===== src/rtl/operand_seq_pkg.sv =====
// Shared instruction encoding for the operand sequencer.
// Both the top level and the bench import these codes from here.
package operand_seq_pkg;

    localparam int TX_W = 4;

    typedef enum logic [TX_W-1:0] {
        TX_CLEAR = 4'd0,
        TX_LOAD  = 4'd1,
        TX_HOLD  = 4'd2
    } tx_e;

endpackage


===== src/rtl/phase_counter.sv =====
// Free-running phase counter: counts 0..PHASES-1 and wraps, ignoring any
// instruction. A synchronous active-low reset returns it to phase 0.
module phase_counter #(
    parameter int PHASES = 6,
    parameter int SW     = 3
) (
    input  logic          clock,
    input  logic          reset_n,
    output logic [SW-1:0] current_state
);

    logic [SW-1:0] phase_p1 = '0;

    always_ff @(posedge clock) begin
        if (!reset_n) begin
            phase_p1 <= '0;
        end else if (phase_p1 == SW'(PHASES - 1)) begin
            phase_p1 <= '0;
        end else begin
            phase_p1 <= phase_p1 + 1'b1;
        end
    end

    assign current_state = phase_p1;

endmodule


===== src/rtl/operand_sequencer.sv =====
// Round-robin operand loader with a free-running phase counter.
// Define OPERAND_SEQ_PARITY_EN to add the registered entrada_parity output.
module operand_sequencer
    import operand_seq_pkg::*;
#(
    parameter int DATA_W = 4,
    parameter int NUM_CH = 2,
    parameter int PHASES = 6,
    localparam int CW    = (NUM_CH > 1) ? $clog2(NUM_CH) : 1,
    localparam int SW    = (PHASES > 1) ? $clog2(PHASES) : 1
) (
    input  logic                     clock,
    input  logic                     reset_n,
    input  logic [TX_W-1:0]          tx,
    input  logic [NUM_CH*DATA_W-1:0] in_bus,
    output logic [DATA_W-1:0]        entrada,
    output logic                     entrada_valid,
    output logic [CW-1:0]            contador,
    output logic                     load_done,
    output logic [SW-1:0]            current_state
`ifdef OPERAND_SEQ_PARITY_EN
    ,
    output logic                     entrada_parity
`endif
);

    function automatic logic even_parity(input logic [DATA_W-1:0] value);
        return ^value;
    endfunction

    logic [DATA_W-1:0] entrada_p1  = '0;
    logic              vld_p1      = 1'b0;
    logic [CW-1:0]     contador_p1 = '0;
    logic              done_p1     = 1'b0;
    logic              parity_p1   = 1'b0;

    logic [DATA_W-1:0] sel_p0;
    logic [DATA_W-1:0] entrada_next;
    logic              vld_next;
    logic [CW-1:0]     contador_next;
    logic              done_next;
    logic              last_ch;

    assign sel_p0  = in_bus[contador_p1*DATA_W +: DATA_W];
    assign last_ch = (contador_p1 == CW'(NUM_CH - 1));

    // Stage p0: decode the instruction against the current channel pointer.
    always_comb begin
        entrada_next  = entrada_p1;
        vld_next      = 1'b0;
        contador_next = contador_p1;
        done_next     = 1'b0;
        case (tx)
            TX_CLEAR: begin
                entrada_next  = '0;
                contador_next = '0;
            end
            TX_LOAD: begin
                entrada_next  = sel_p0;
                vld_next      = 1'b1;
                contador_next = last_ch ? '0 : contador_p1 + 1'b1;
                done_next     = last_ch;
            end
            default: begin
            end
        endcase
    end

    // Stage p1: registered outputs; reset discards any partial load round.
    always_ff @(posedge clock) begin
        if (!reset_n) begin
            entrada_p1  <= '0;
            vld_p1      <= 1'b0;
            contador_p1 <= '0;
            done_p1     <= 1'b0;
            parity_p1   <= 1'b0;
        end else begin
            entrada_p1  <= entrada_next;
            vld_p1      <= vld_next;
            contador_p1 <= contador_next;
            done_p1     <= done_next;
            parity_p1   <= even_parity(entrada_next);
        end
    end

    assign entrada       = entrada_p1;
    assign entrada_valid = vld_p1;
    assign contador      = contador_p1;
    assign load_done     = done_p1;

`ifdef OPERAND_SEQ_PARITY_EN
    assign entrada_parity = parity_p1;
`else
    logic unused_parity;
    assign unused_parity = parity_p1;
`endif

    phase_counter #(
        .PHASES (PHASES),
        .SW     (SW)
    ) u_phase (
        .clock         (clock),
        .reset_n       (reset_n),
        .current_state (current_state)
    );

endmodule


===== config.mk =====
export PLATFORM = sky130hd
export DESIGN_NAME = operand_sequencer
export DESIGN_NICKNAME = d
export VERILOG_FILES = /design/src/rtl/operand_seq_pkg.sv /design/src/rtl/phase_counter.sv /design/src/rtl/operand_sequencer.sv
export SDC_FILE = /design/constraint.sdc
export NUM_CORES = 1
export LEC_CHECK = 0
export CAP_MARGIN = 20
export CORE_AREA = 2 2 39 41
export CTS_BUF_LIST = sky130_fd_sc_hd__clkbuf_16
export CTS_CLUSTER_SIZE = 20
export DETAILED_ROUTE_END_ITERATION = 10
export DIE_AREA = 0 0 41 43
export GPL_TIMING_DRIVEN = 0
export PLACE_DENSITY = 0.64
export SLEW_MARGIN = 10
export SYNTH_ARGS = -nofsm -noshare
export SYNTH_HDL_FRONTEND = slang
export SYNTH_SLANG_ARGS = --single-unit

===== constraint.sdc =====
create_clock -name clock -period 3 [get_ports clock]
set_clock_uncertainty 0.1 [all_clocks]
set_input_delay 0.6 -clock clock [delete_from_list [all_inputs] [get_ports clock]]
set_output_delay 0.6 -clock clock [all_outputs]
set_load 0.01 [all_outputs]

======== Yosys cells after proc, flatten, opt, wreduce, memory -nomap -nowiden ========
Cells that the tools add are included.
word-level totals
  register bits after elaboration ......... 10
  latch bits .............................. 0
  bits in writable memories ............... 0
  ROM bits ................................ 0
  input port bits ......................... 14
  memories kept ........................... 0
operators by class
  add/sub/neg operators ................... 2
  multipliers ............................. 0
  div/mod/pow operators ................... 0
  $lt $le $gt $ge ......................... 0
  eq/ne operators ......................... 2
  shift-type cells ........................ 1
  muxes and demuxes ....................... 4
  bitwise logic cells ..................... 1
  reduce and logical (&&, ||, !) cells .... 4
operators by type and width
  operator                                        number
  one-hot mux 4 bit (2 select lines)              1
  indexed part select 8 x 4 -> 4 bit              1
  == test 4 x 1 -> 1 bit (second input constant)  1
  zero test 4 bit                                 1
  adder 3 x 1 -> 3 bit (second input constant)    1
  == test 3 bit (second input constant)           1
  two-way mux 1 bit                               2
  one-hot mux 1 bit (2 select lines)              1
  AND reduction 2 bit                             1
  nonzero test 2 bit                              1
  OR reduction 2 bit                              1
  adder 1 bit (second input constant)             1
  NOT 1 bit                                       1

======== Logic depth before layout (Yosys ltp) ========
Gate-level depths: netlist of run 1.
  depth after elaboration ................. 3
  depth in mapped cells ................... 5
  depth with buffers taken out ............ 5

======== Cells and area by module ========
From an unflattened synthesis of run 1, not the netlist that was laid out.
unflattened totals
  cell total of the unflattened synthesis .. 37
  area, all modules ....................... 414.1 um^2
by module, submodules not included
  module             times used  cells each  area each (um^2)  seq. area each (um^2)
  operand_sequencer  1           25          281.5             140.1
  phase_counter      1           12          132.6             60.1

======== Least setup slack after synthesis of run 1 ========
OpenSTA, ideal clock, no wires.
  path kind ............................... input to register
  from .................................... input tx[1]
  to ...................................... register entrada_p1[0] (netlist: entrada[0])
  data arrival time ....................... 1.088 ns
  path slack .............................. 1.741 ns
  stages on the path ...................... 3
  path buffers ............................ 0
  cell sequence ........................... nor3_4 > nand3_2 > o2bb2ai_1
between the ends
  cells in the longest elaborated chain, start to end .. 2
ends and longest elaborated chain
  what                                                                      RTL line                 RTL
  from (decl)                                                               operand_sequencer.sv:14  input logic [TX_W-1:0] tx,
  == test 4 x 1 -> 1 bit or zero test 4 bit (tied branches)                 operand_sequencer.sv:53  case (tx)
  one-hot mux 4 bit (2 select lines) or nonzero test 2 bit (tied branches)  -
  to (signal assigned)                                                      operand_sequencer.sv:78  entrada_p1 <= entrada_next;
  to (decl)                                                                 operand_sequencer.sv:31  logic [DATA_W-1:0] entrada_p1 = '0;
Several ways; a longest one is shown, not always the timed one.
A chain may end at the register's enable or synchronous reset.

======== Worst setup path in the final report of run 1 ========
  from .................................... register u_phase.phase_p1[0] (netlist: u_phase.current_state[0])
  to ...................................... output current_state[0]
RTL lines
  what                    RTL line                 RTL
  from (decl)             phase_counter.sv:12      logic [SW-1:0] phase_p1 = '0;
  from (signal assigned)  phase_counter.sv:20      phase_p1 <= phase_p1 + 1'b1;
  to (decl)               operand_sequencer.sv:20  output logic [SW-1:0] current_state
No word-level cell between the ends.

==> results.cfg, run 1 <==
[sta]
maxSlewHeadroom_pct = 79.85
min_period_over_period_pct = 61.93
worst_pin_slew_ns = 0.3017
setup_ws_ns = 1.142
fmax_ghz = 0.5382
hold_violations = 0
setup-violations-final = 0
slew_violations = 0
setup_tns_ns = 0
rsz0062_at_grt = false
min_period_ns = 1.858

[die]
core-area_mm2 = 0.001384
start_util_pct = 29.39
io_pins = 24
die_x_um = 41
dieArea_mm2 = 0.001763
rows = 14
die_h_um = 43

[worst_setup_path]
start_kind = flop
crit_arrival_ns = 1.16
worstPathCellList = clkdlybuf4s50_1
crit_family = buffers and inverters
critPathSlowestCell = clkdlybuf4s50_1
setup.worst_path.class = flop to output port
required_ns = 2.30
path_max_fanout = 4
slowest_delay_ns = 0.56
path_buf_inv = 1
crit_path_end_kind = output port

[clock_network]
cts_tree = done
cts_hold_buf = 0
cts_setup_buffers = 0
htree_levels = 1
cts_root_buf = clkbuf_16
clk_pin_slew_ns = 0.04
clock_latency_ns = 0.23
cts_buffer_depth = 2
numCtsBuffers = 3
ctsResizeCount = 0
clock-sinks = 10

[worst_hold_path]
hp-class = flop to flop

[routing]
wl_per_cell_um = 11.01
wl_um = 892
first_pass_iters = 3
routed-via-count = 349
drt_iter0_drc = 2
drc = 0
ant_nets = 0
viasPerCell = 4.309

[finish]
seq_area_um2 = 200.2
syn2layout_area_growth_pct = 80.92
nets = 82
drive_above_1_share_pct = 10.77
multi_input_area_um2 = 190.2
diodes = 0
nFillCells = 135

[logic_synthesis]
netlist_instances = 38
ys_types = 15
avgSynthCellArea_um2 = 10.70
yosysSeqAreaShare_pct = 49.23
yosys_warnings = 0
synth-seq-cells = 10
synth_nets = 54
syn_area_um2 = 406.6

[global_routing]
grt.overflow.total = 0
grt_first_pass_wirelength_mm = 1.421
grt_pass1_vias = 348
grt_max_degree = 7
antenna_found_initial = 0
grt.total_usage_pct = 12.56

[placement]
pre_cts_ws_ns = 1.160
place_hpwl_um = 707.4
place.gp.congestion = 0.6731
port_buffers = 23

[power]
peakVddDrop_mv = 0.2355
leakagePower_uw = 0.0002874
powerDensity_mw_per_mm2 = 574.8

[outcome]
status = completed

[run]
maxCapViolations = 0
## worst reg2reg max path: stages, from the launching register on
cell,delay (ns)
dfxtp_1,0.32
buf_2,0.18
inv_1,0.08
and3_1,0.14
o21a_1,0.17
## cell type report
| type | instances | area share (%) |
|---|---|---|
| clock buffers | 3 | 10.20 |
| flip-flops and latches | 10 | 27.21 |
| clock inverters | 1 | 0.5102 |
| repair buffers | 23 | 31.29 |
| well taps | 16 | 2.721 |
| inverters | 3 | 1.531 |
| multi-input cells | 24 | 25.85 |
| plain buffers | 1 | 0.6803 |
## path summary, 6_finish.rpt
path | startpoint | end | slack, ns | cells after the start
hold / removal | entrada[3] | entrada[3] | 0.36 | 1
hold reg to reg | entrada[3] | entrada[3] | 0.36 | 1
setup / recovery | u_phase.current_state[0] | current_state[0] | 1.14 | 1
setup reg to reg | contador | contador | 1.90 | 4
## kinds of logic after synthesis
family	Yosys count	synth area share [%]
AO/OA/AOI/OAI	6	12.31
adder cells (fa/ha/maj)	2	6.153
buffers and inverters	4	3.999
flip-flops	10	49.23
multiplexers	4	9.847
AND/OR/NAND/NOR	12	18.46
## routing by layer
| metal | GRT usage, % | wire length, um | vias up |
|---|---|---|---|
| met4 | 10.00 | 14 | 0 |
| met3 | 5.236 | 65 | 2 |
| met5 | 0 | 0 | - |
| met2 | 15.31 | 402 | 11 |
| met1 | 16.45 | 410 | 152 |
| li1 | - | - | 184 |
## cell usage in the layout (no fill, tap or decap)
cell type | Yosys | final
clkdlybuf4s50_1 | 0 | 23
nand3_2 | 1 | 1
clkbuf_16 | 0 | 3
nor2_1 | 4 | 4
nand2_1 | 2 | 2
and3_1 | 1 | 1
dfxtp_1 | 10 | 10
mux2i_1 | 4 | 4
nor3_4 | 1 | 1
inv_2 | 1 | 1
buf_2 | 1 | 1
nor3b_1 | 1 | 1
inv_1 | 2 | 2
clkinv_1 | 0 | 1
nor2b_1 | 2 | 2
o2bb2ai_1 | 4 | 4
o21a_1 | 2 | 2
ha_1 | 2 | 2
## power by group
part	total [uW]	switching, uW	internal (uW)
Combinational	48.6	17.1	31.5
Clock	232	57.3	174
Sequential	143	3.72	139
## Yosys cell counts
cell        n  area share (%)
dfxtp_1    10              49
mux2i_1     4             9.8
nor2_1      4             3.7
o2bb2ai_1   4             8.6
ha_1        2             6.2
inv_1       2             1.8
nand2_1     2             1.8
nor2b_1     2             3.1
o21a_1      2             3.7
and3_1      1             1.5
buf_2       1             1.2
inv_2       1            0.92
nand3_2     1             2.5
nor3_4      1             4.0
nor3b_1     1             1.8
## stage by stage
stage	power, uW	cell area (um^2)	util, %	hold slack (ns)	cells
CTS	429.6	735.7	53.16	0.3685	81
finish	422.9	735.7	53.16	0.3608	81
detailed placement	193.7	656.9	47.47	0.3562	77
global route	440.0	735.7	53.16	0.3904	81
floorplan	161.7	406.6	-	0.3721	38
global placement	193.3	656.9	47.47	0.3502	77
## state kept, by name, indices dropped and copies added, names as in the netlist
register	cells
entrada_valid	1
u_phase.current_state	3
load_done	1
contador	1
entrada	4
Power figures use the tool's default switching activity.
==> run 2: changes to the inputs <==
==> constraint.sdc (replaced) <==
create_clock -name clock -period 1.8 [get_ports clock]
set_clock_uncertainty 0.1 [all_clocks]
set_input_delay 0.36 -clock clock [delete_from_list [all_inputs] [get_ports clock]]
set_output_delay 0.36 -clock clock [all_outputs]
set_load 0.01 [all_outputs]
==> results of run 2 <==
Same layout as run 1 (identical final DEF). Status: completed.
Main changes from that run: setup slack after placement 1.160 ns -> 0.1997 ns; setup slack after layout 1.142 ns -> 0.1820 ns; register-to-register setup slack 1.90 ns -> 0.70 ns; total power 422.9 uW -> 704.8 uW; worst IR drop on VDD 0.2355 mV -> 0.3925 mV
==> run 3: changes to the inputs <==
--- a/config.mk
+++ b/config.mk
@@ -11,7 +11,6 @@
 export CTS_CLUSTER_SIZE = 20
 export DETAILED_ROUTE_END_ITERATION = 10
 export DIE_AREA = 0 0 41 43
-export GPL_TIMING_DRIVEN = 0
 export PLACE_DENSITY = 0.64
 export SLEW_MARGIN = 10
 export SYNTH_ARGS = -nofsm -noshare
==> run 3 against run 2 <==
Count of clock-buffer cells in the layout unchanged. Worst setup slack improved by 0.0026 ns. Critical path depth unchanged. Final cell count unchanged. Non-clock buffer count unchanged. Via count decreased by 1.4%. Cell area increased by 0.34%. Power decreased by 0.38%. Critical path type unchanged.
==> results.cfg, run 3 (synthesis results as in run 1) <==
[placement]
port_buffers = 23
place_hpwl_um = 690.7
place.gp.congestion = 0.6653
pre_cts_ws_ns = 0.2177

[die]
start_util_pct = 29.39
io_pins = 24
core-area_mm2 = 0.001384
die_x_um = 41
die_h_um = 43
rows = 14
dieArea_mm2 = 0.001763

[worst_setup_path]
r2r_cells = 4
r2r-end = u_phase.current_state[2]
crit_arrival_ns = 1.16
critPathSlowestCell = clkdlybuf4s50_1
required_ns = 1.34
path_buf_inv = 1
slowest_delay_ns = 0.55
setup.worst_path.class = flop to output port
start_kind = flop
startpoint = u_phase.current_state[0]
crit_path_end_kind = output port
critical_path.endpoint = current_state[0]
cp.depth = 1
path_max_fanout = 4
crit_family = buffers and inverters
worstPathCellList = clkdlybuf4s50_1
r2r-start = u_phase.current_state[1]
r2r_setup_slack_ns = 0.73

[sta]
fmax_ghz = 0.6191
min_period_ns = 1.615
rsz0062_at_grt = false
min_period_over_period_pct = 89.74
slew_violations = 0
setup_ws_ns = 0.1847
worst_pin_slew_ns = 0.2803
maxSlewHeadroom_pct = 81.28
hold_violations = 0
setup_tns_ns = 0
setup-violations-final = 0

[global_routing]
grt_max_degree = 7
grt.total_usage_pct = 11.90
grt.overflow.total = 0
grt_first_pass_wirelength_mm = 1.317
grt_pass1_vias = 309
antenna_found_initial = 0

[clock_network]
cts_setup_buffers = 0
clock_latency_ns = 0.23
cts_buffer_depth = 2
numCtsBuffers = 3
htree_levels = 1
cts_hold_buf = 0
clk_pin_slew_ns = 0.04
cts_root_buf = clkbuf_16
ctsResizeCount = 0
cts_tree = done
clock-sinks = 10

[outcome]
status = completed

[routing]
drt_iter0_drc = 1
routed-via-count = 344
drc = 0
ant_nets = 0
wl_per_cell_um = 10.44
first_pass_iters = 2
wl_um = 846
viasPerCell = 4.247

[power]
seqPwrFrac_pct = 33.9
leakagePower_uw = 0.0002874
swShare_pct = 18.17
internal-power_uw = 574.6
powerDensity_mw_per_mm2 = 951.2
combPwrFrac_pct = 11.5
clockPowerShare_pct = 54.7
peakVddDrop_mv = 1.160
switchingPower_uw = 127.6

[finish]
diodes = 0
seq_area_um2 = 200.2
largest_reg_flops = 4
final_common_cell = clkdlybuf4s50_1
drive_above_1_share_pct = 10.77
nFillCells = 131
nets = 82
final_cell_mix = clkdlybuf4s50_1, dfxtp_1, nor2_1, mux2i_1, o2bb2ai_1
syn2layout_area_growth_pct = 81.54
multi_input_area_um2 = 190.2

[run]
maxCapViolations = 0

[worst_hold_path]
hp-class = flop to flop
## run 3: changes by cell type in the layout (fill, tap and decap cells not counted)
cell	before	now
buf_2	1	0
buf_4	0	1
## run 3: worst min-delay path by stage
stage,slack [ns],endpoint,start,cells after the start
after global routing,0.38,entrada[2],entrada[2],1
after global placement,0.35,u_phase.current_state[0],u_phase.current_state[0],1
after CTS,0.36,entrada[3],entrada[3],1
final,0.36,entrada[3],entrada[3],1
after detailed placement,0.35,entrada[0],entrada[0],1
after floorplan,0.37,u_phase.current_state[0],u_phase.current_state[0],1
## run 3: metrics by stage
step	cell area, um^2	power [uW]	instances	util (%)	hold WS, ns
2_1_floorplan	406.6	269.5	38	-	0.3721
3_3_place_gp	659.4	323.4	77	47.65	0.3531
3_5_place_dp	659.4	323.3	77	47.65	0.3503
4_1_cts	738.2	712.3	81	53.35	0.3610
5_1_grt	738.2	736.5	81	53.35	0.3792
6_report	738.2	702.2	81	53.35	0.3581
## run 3: layout make-up
cell class / instances / share of cell area [%]
clock buffer: 3 / 10.17
multi-input combinational: 24 / 25.76
timing repair buffer: 24 / 32.20
sequential: 10 / 27.12
clock inverter: 1 / 0.5085
inverter: 3 / 1.525
tap: 16 / 2.712
## run 3: layer usage
layer | wire length, um | track usage (%) | up-vias
met5 | 0 | 0 | -
met4 | 23 | 6.000 | 0
met3 | 64 | 8.377 | 2
met2 | 368 | 15.94 | 11
met1 | 389 | 13.68 | 147
li1 | - | - | 184
## run 3: power groups by stage
stage	Clock, uW	Sequential [uW]	Combinational (uW)
final	384	238	80.4
after global routing	410	239	88.0
after CTS	392	238	81.9
after detailed placement	0	242	81.6
after global placement	0	242	81.7
after floorplan	0	245	24.2
